--- src/rtl/ex_muldiv_unit.sv ---
// ex_muldiv_unit
//   Execute-stage multi-cycle unit for the RV32M MUL/MULH/MULHSU/MULHU and
//   DIV/DIVU/REM/REMU operations. It latches the ID/EX operands on i_start.
//   While the operation runs it holds the upstream pipeline through
//   o_stall_req. It hands the result and rd to EX/MEM with a one-cycle o_done.
// Ports
//   clk, rst     : clock and synchronous active-high reset
//   i_start      : ID/EX holds a valid M-op
//   i_funct3     : operation select (bit 2 = divide family)
//   i_op_a/b     : rs1/rs2 data after forwarding
//   i_rd         : destination register
//   i_flush      : kill the in-flight op (wins over i_start)
//   o_stall_req  : hold PC, IF/ID and ID/EX (combinational)
//   o_busy       : unit not idle
//   o_done       : result valid, exactly one cycle
//   o_result     : product half, quotient or remainder (held between ops)
//   o_rd         : rd of the completed op (held between ops)
module ex_muldiv_unit #(
  parameter int XLEN = 32
) (
  input  logic            clk,
  input  logic            rst,
  input  logic            i_start,
  input  logic [2:0]      i_funct3,
  input  logic [XLEN-1:0] i_op_a,
  input  logic [XLEN-1:0] i_op_b,
  input  logic [4:0]      i_rd,
  input  logic            i_flush,
  output logic            o_stall_req,
  output logic            o_busy,
  output logic            o_done,
  output logic [XLEN-1:0] o_result,
  output logic [4:0]      o_rd
);

  localparam int CW = $clog2(XLEN);
  localparam logic [XLEN-1:0] ONE      = {{(XLEN-1){1'b0}}, 1'b1};
  localparam logic [XLEN-1:0] MIN_NEG  = {1'b1, {(XLEN-1){1'b0}}};
  localparam logic [XLEN-1:0] ALL_ONES = {XLEN{1'b1}};
  localparam logic [CW-1:0]   CNT_LAST = CW'(XLEN-1);
  localparam logic [CW-1:0]   CNT_ONE  = {{(CW-1){1'b0}}, 1'b1};

  typedef enum logic [1:0] {
    S_IDLE = 2'd0,
    S_MUL  = 2'd1,
    S_DIV  = 2'd2,
    S_FIN  = 2'd3
  } state_t;

  state_t          r_state, w_state_next;
  logic [XLEN-1:0] r_a, r_b, r_rem, r_result;
  logic [1:0]      r_op;
  logic [4:0]      r_rd, r_rd_out;
  logic [CW-1:0]   r_cnt;
  logic            r_neg_q, r_neg_r;

  // Launch-time decode, taken straight from the ID/EX operands
  logic            w_launch, w_div_signed, w_a_neg, w_b_neg, w_div_zero, w_div_ovf, w_special;
  logic [XLEN-1:0] w_abs_a, w_abs_b, w_special_res;

  assign w_launch      = (r_state == S_IDLE) & i_start & ~i_flush;
  assign w_div_signed  = ~i_funct3[0];
  assign w_a_neg       = w_div_signed & i_op_a[XLEN-1];
  assign w_b_neg       = w_div_signed & i_op_b[XLEN-1];
  assign w_abs_a       = w_a_neg ? (~i_op_a + ONE) : i_op_a;
  assign w_abs_b       = w_b_neg ? (~i_op_b + ONE) : i_op_b;
  assign w_div_zero    = (i_op_b == {XLEN{1'b0}});
  assign w_div_ovf     = w_div_signed & (i_op_a == MIN_NEG) & (i_op_b == ALL_ONES);
  assign w_special     = i_funct3[2] & (w_div_zero | w_div_ovf);
  // Divide-by-zero takes precedence; the overflow case only applies to signed ops
  assign w_special_res = w_div_zero ? (i_funct3[1] ? i_op_a : ALL_ONES)
                                    : (i_funct3[1] ? {XLEN{1'b0}} : MIN_NEG);

  // Multiply: sign-extend to 2*XLEN so one unsigned multiply serves all signedness mixes
  logic              w_mul_a_sgn, w_mul_b_sgn;
  logic [2*XLEN-1:0] w_mul_a, w_mul_b, w_prod;
  logic [XLEN-1:0]   w_mul_res;

  assign w_mul_a_sgn = (r_op == 2'b01) | (r_op == 2'b10);
  assign w_mul_b_sgn = (r_op == 2'b01);
  assign w_mul_a     = {{XLEN{w_mul_a_sgn & r_a[XLEN-1]}}, r_a};
  assign w_mul_b     = {{XLEN{w_mul_b_sgn & r_b[XLEN-1]}}, r_b};
  assign w_prod      = w_mul_a * w_mul_b;
  assign w_mul_res   = (r_op == 2'b00) ? w_prod[XLEN-1:0] : w_prod[2*XLEN-1:XLEN];

  // Restoring divide step: r_a shifts dividend bits out and quotient bits in
  logic [XLEN:0]   w_shift, w_diff;
  logic            w_qbit;
  logic [XLEN-1:0] w_rem_next, w_quo_next, w_div_res;

  assign w_shift    = {r_rem, r_a[XLEN-1]};
  assign w_diff     = w_shift - {1'b0, r_b};
  assign w_qbit     = ~w_diff[XLEN];
  assign w_rem_next = w_qbit ? w_diff[XLEN-1:0] : w_shift[XLEN-1:0];
  assign w_quo_next = {r_a[XLEN-2:0], w_qbit};
  assign w_div_res  = r_op[1] ? (r_neg_r ? (~w_rem_next + ONE) : w_rem_next)
                              : (r_neg_q ? (~w_quo_next + ONE) : w_quo_next);

  // State register
  always_ff @(posedge clk) begin
    if (rst) begin
      r_state <= S_IDLE;
    end else begin
      r_state <= w_state_next;
    end
  end

  // Next-state and control outputs
  always_comb begin
    w_state_next = r_state;
    o_stall_req  = 1'b0;
    o_busy       = 1'b0;
    o_done       = 1'b0;
    case (r_state)
      S_IDLE: begin
        o_stall_req = w_launch;
        if (w_launch) begin
          if (!i_funct3[2]) begin
            w_state_next = S_MUL;
          end else if (w_special) begin
            w_state_next = S_FIN;
          end else begin
            w_state_next = S_DIV;
          end
        end else begin
          w_state_next = S_IDLE;
        end
      end
      S_MUL: begin
        o_stall_req = 1'b1;
        o_busy      = 1'b1;
        if (i_flush) begin
          w_state_next = S_IDLE;
        end else begin
          w_state_next = S_FIN;
        end
      end
      S_DIV: begin
        o_stall_req = 1'b1;
        o_busy      = 1'b1;
        if (i_flush) begin
          w_state_next = S_IDLE;
        end else if (r_cnt == {CW{1'b0}}) begin
          w_state_next = S_FIN;
        end else begin
          w_state_next = S_DIV;
        end
      end
      S_FIN: begin
        // start is ignored here: ID/EX still shows the op that is completing
        o_busy       = 1'b1;
        o_done       = 1'b1;
        w_state_next = S_IDLE;
      end
      default: begin
        w_state_next = S_IDLE;
      end
    endcase
  end

  // Operand capture, iteration datapath and result registers
  always_ff @(posedge clk) begin
    if (rst) begin
      r_a      <= {XLEN{1'b0}};
      r_b      <= {XLEN{1'b0}};
      r_rem    <= {XLEN{1'b0}};
      r_result <= {XLEN{1'b0}};
      r_op     <= 2'b00;
      r_rd     <= 5'd0;
      r_rd_out <= 5'd0;
      r_cnt    <= {CW{1'b0}};
      r_neg_q  <= 1'b0;
      r_neg_r  <= 1'b0;
    end else begin
      case (r_state)
        S_IDLE: begin
          if (w_launch) begin
            r_op    <= i_funct3[1:0];
            r_rd    <= i_rd;
            r_rem   <= {XLEN{1'b0}};
            r_cnt   <= CNT_LAST;
            r_neg_q <= w_a_neg ^ w_b_neg;
            r_neg_r <= w_a_neg;
            // Divides iterate on magnitudes; multiplies keep raw operands
            r_a     <= i_funct3[2] ? w_abs_a : i_op_a;
            r_b     <= i_funct3[2] ? w_abs_b : i_op_b;
            if (w_special) begin
              r_result <= w_special_res;
              r_rd_out <= i_rd;
            end
          end
        end
        S_MUL: begin
          if (!i_flush) begin
            r_result <= w_mul_res;
            r_rd_out <= r_rd;
          end
        end
        S_DIV: begin
          r_a   <= w_quo_next;
          r_rem <= w_rem_next;
          r_cnt <= r_cnt - CNT_ONE;
          if (!i_flush && (r_cnt == {CW{1'b0}})) begin
            r_result <= w_div_res;
            r_rd_out <= r_rd;
          end
        end
        default: begin
        end
      endcase
    end
  end

  assign o_result = r_result;
  assign o_rd     = r_rd_out;

endmodule

--- config.mk ---
export PLATFORM = sky130hd
export DESIGN_NAME = ex_muldiv_unit
export DESIGN_NICKNAME = d
export VERILOG_FILES = /design/src/rtl/ex_muldiv_unit.sv
export SDC_FILE = /design/constraint.sdc
export NUM_CORES = 2
export LEC_CHECK = 0
export ABC_CLOCK_PERIOD_IN_PS = 27500
export BUFFER_PORTS_ARGS = -buffer_cell sky130_fd_sc_hd__buf_4
export CORE_ASPECT_RATIO = 0.9
export CORE_MARGIN = 2
export CORE_UTILIZATION = 50
export DETAILED_ROUTE_END_ITERATION = 12
export GPL_ROUTABILITY_DRIVEN = 0
export PLACE_DENSITY_LB_ADDON = 0.15
export REMOVE_ABC_BUFFERS = 1
export SETUP_SLACK_MARGIN = 0.4
export SYNTH_ARGS = -nofsm -noshare
export SYNTH_HDL_FRONTEND = slang
export SYNTH_SLANG_ARGS = --single-unit
--- constraint.sdc ---
create_clock -name clk -period 27.5 [get_ports clk]
set_input_delay 5.5 -clock clk [delete_from_list [all_inputs] [get_ports clk]]
set_output_delay 5.5 -clock clk [all_outputs]
set_load 0.01 [all_outputs]
==> results.json <==
{
  "finalCritPeriodShare_pct": 43.3,
  "rsz0062_at_grt": "no",
  "final_layout_size_suffix_gt1_share_pct": 5.15,
  "post-route-min-period_ps": 11910,
  "wirelength_um": 162000,
  "grt_pass1_wl_um": 256000,
  "cts_tree": "yes",
  "switchingPower_w": 0.000578,
  "area_growth_pct": 4.90,
  "ys_seq_area_share_pct": 5.92,
  "required_ps": 22000,
  "end_kind": "output port",
  "worstHoldPathCells": 2,
  "drc": 0,
  "ys_seq_elements": 149,
  "viasPerCell": 5.70,
  "grt_pass1_vias": 42300,
  "clk_latency_ps": 460,
  "post_cts_buffers": 0,
  "critPathLaunchType": "primary input",
  "crit_type": "in -> out",
  "fin_util_pct": 52.9,
  "p_sw_share_pct": 49.7,
  "fin_tns_setup_ps": 0,
  "antenna_found_initial": 8,
  "clkSlewWorstSetupHoldPaths_ps": 60,
  "coreArea_mm2": 0.0999,
  "firstDrtPassIters": 8,
  "seq_power_share_pct": 20.3,
  "ios": 116,
  "syn_avg_cell_area_um2": 8.35,
  "post_cts_resize_count": 0,
  "status": "finished clean",
  "post-dp-hpwl_um": 127000,
  "cts_root_buf": "clkbuf_16",
  "ant_nets": 0,
  "p_int_w": 0.000585,
  "finalSetupViolations": 0,
  "synth_edf_count": 0,
  "timing.slew.headroom_pct": 22.3,
  "num_vias": 41300,
  "reg2reg_from": "r_op[1]",
  "cap_viol_max_count": 0,
  "numCtsBuffers": 17,
  "crit_start": "i_flush",
  "die_width_um": 339,
  "first_iter_violations": 3802,
  "slew_violations": 0,
  "grt_max_degree": 66,
  "num_rows": 110,
  "max_clock_freq_mhz": 84.0,
  "finClkSkew_ps": 14.3,
  "synth_ff_type": "dfxtp_1",
  "peakVddDrop_mv": 0.0458,
  "worst_ep_arrival_time_ps": 6410,
  "synth_cell_types": 93,
  "worst_slew_pin_slew_ps": 1160,
  "reg2regPathDepth": 31,
  "worstHoldStart": "r_b[27]",
  "finalHoldWorstSlack_ps": 451,
  "synthCells": 6031,
  "wire_per_inst_um": 22.4,
  "overflow": 0,
  "cts.path.max_buffers": 2,
  "power_density_mw_per_mm2": 22.0,
  "cts.htree.levels": 4,
  "grt_util_all_layers_pct": 32.4,
  "portBuffers": 115,
  "cts.sinks": 149,
  "fillCellCount": 9671,
  "die_area_mm2": 0.103,
  "async_flop_share_pct": 0,
  "ys_warn_count": 0,
  "crit_fanout": 4,
  "r2r_setup_slack_ps": 16660,
  "p_clk_share_pct": 21.4,
  "die_y_um": 305,
  "worstHoldPathType": "reg -> reg",
  "start_util_pct": 50.4,
  "p_leak_nw": 24.2,
  "cts_hold_buffers": 0,
  "hold_violations": 0,
  "syn_area_mm2": 0.0504,
  "comb_power_share_pct": 58.3,
  "nets": 7347
}
## synth_stat cells, drive strengths merged, types with 24 or more instances
cell | number | share of area [%]
or3 | 33 | 0.41
ha | 258 | 6.4
a22oi | 30 | 0.45
o31ai | 36 | 0.54
xor2 | 71 | 1.2
fa | 1126 | 45
nand3 | 37 | 0.37
o21ai | 189 | 1.9
clkbuf | 301 | 2.2
o211ai | 28 | 0.42
nand2 | 1045 | 7.8
nor2 | 268 | 2.0
a211oi | 44 | 0.68
mux2i | 24 | 0.48
buf | 70 | 0.58
inv | 1269 | 9.5
nor3 | 39 | 0.43
nand2b | 26 | 0.32
and2 | 246 | 3.1
dfxtp | 149 | 5.9
and3 | 32 | 0.40
a21o | 58 | 0.86
a21oi | 228 | 2.3
xnor2 | 122 | 2.1
## flip-flops by register name, indices dropped and copies added (netlist names), 2 cells and up
register / cells
o_result: 32
r_a: 32
r_b: 32
r_rem: 32
o_rd: 5
r_cnt: 5
r_rd: 5
r_op: 2
r_state: 2
## kinds of logic (layout without fill, tap and decap cells)
family	Yosys count	in the layout	synth area share, %
compound gates	787	787	10.1
xor+xnor	193	193	3.36
fa+ha+maj	1384	1384	51.2
buf+inv	1641	1509	12.3
flops	149	149	5.92
mux	34	34	0.708
other cells	0	4	0
simple gates	1843	1843	16.4
## final timing paths
check | end
max | o_stall_req
min | r_b[27]
max reg2reg | o_result[30]
min reg2reg | r_b[27]
## final cells by class
| cell class | instances | area (µm²) | share of cell area (%) |
|---|---|---|---|
| multi-input combinational | 4241 | 41200 | 78.0 |
| inverter | 1270 | 4770 | 9.02 |
| sequential | 149 | 2990 | 5.66 |
| tap | 1344 | 1680 | 3.18 |
| timing repair buffer | 208 | 1560 | 2.96 |
| clock buffer | 18 | 429 | 0.812 |
| clock inverter | 13 | 159 | 0.301 |
| antenna | 4 | 10.0 | 0.0189 |
## placed cells by master, fill, tap and decap left out, types with 14 or more instances in the layout
master,synthesis,layout
xnor2_1,122,122
and3_1,32,32
a21o_1,58,58
buf_4,2,208
dfxtp_1,149,142
o31ai_1,36,36
o21bai_1,17,17
xor2_1,71,71
nor3_1,36,36
a221oi_1,18,18
mux2i_1,24,24
o211ai_1,28,28
nor2_1,268,265
and2_1,245,245
nand2_1,1045,1045
a22oi_1,30,30
a21oi_1,225,223
o21ai_0,184,184
o41ai_1,14,14
clkbuf_16,0,17
ha_1,258,257
inv_1,1269,1269
nand3_1,37,37
fa_1,1126,1126
or2_2,18,18
or3_1,33,33
nand4_1,17,17
nor4_1,17,17
a211oi_1,42,42
nand2b_1,26,26
a31oi_1,15,15
## power groups by stage
stage / Combinational (W) / Sequential [W] / Clock [W]
after floorplan: 0.000380 / 0.000266 / 0
after global placement: 0.000657 / 0.000240 / 0
after detailed placement: 0.000658 / 0.000240 / 0
after CTS: 0.000667 / 0.000235 / 0.000249
after global routing: 0.000739 / 0.000236 / 0.000257
final: 0.000678 / 0.000236 / 0.000249
## metrics by stage
| stage | setup WS (ps) | power (W) | instance area, µm² | cells |
|---|---|---|---|---|
| after global placement | 15630 | 0.000897 | 52200 | 7212 |
| after global routing | 15520 | 0.00123 | 52800 | 7243 |
| after floorplan | 15640 | 0.000645 | 49000 | 5660 |
| after CTS | 15590 | 0.00115 | 52800 | 7243 |
| final | 15590 | 0.00116 | 52800 | 7247 |
| after detailed placement | 15600 | 0.000899 | 52200 | 7212 |
## routing by layer
metal	global-route usage, %	routed length (µm)	up-vias
li1	-	-	18000
met1	45.5	67700	21100
met2	50.2	71900	1882
met3	6.52	16400	305
met4	10.6	6380	10
met5	0	66	-
## critical path, cell delays in order
cell and delay, ps:
buf_4 120, nand2b_1 240, or2_1 270, a21oi_1 140, buf_4 140
Power figures use the tool's default switching activity.
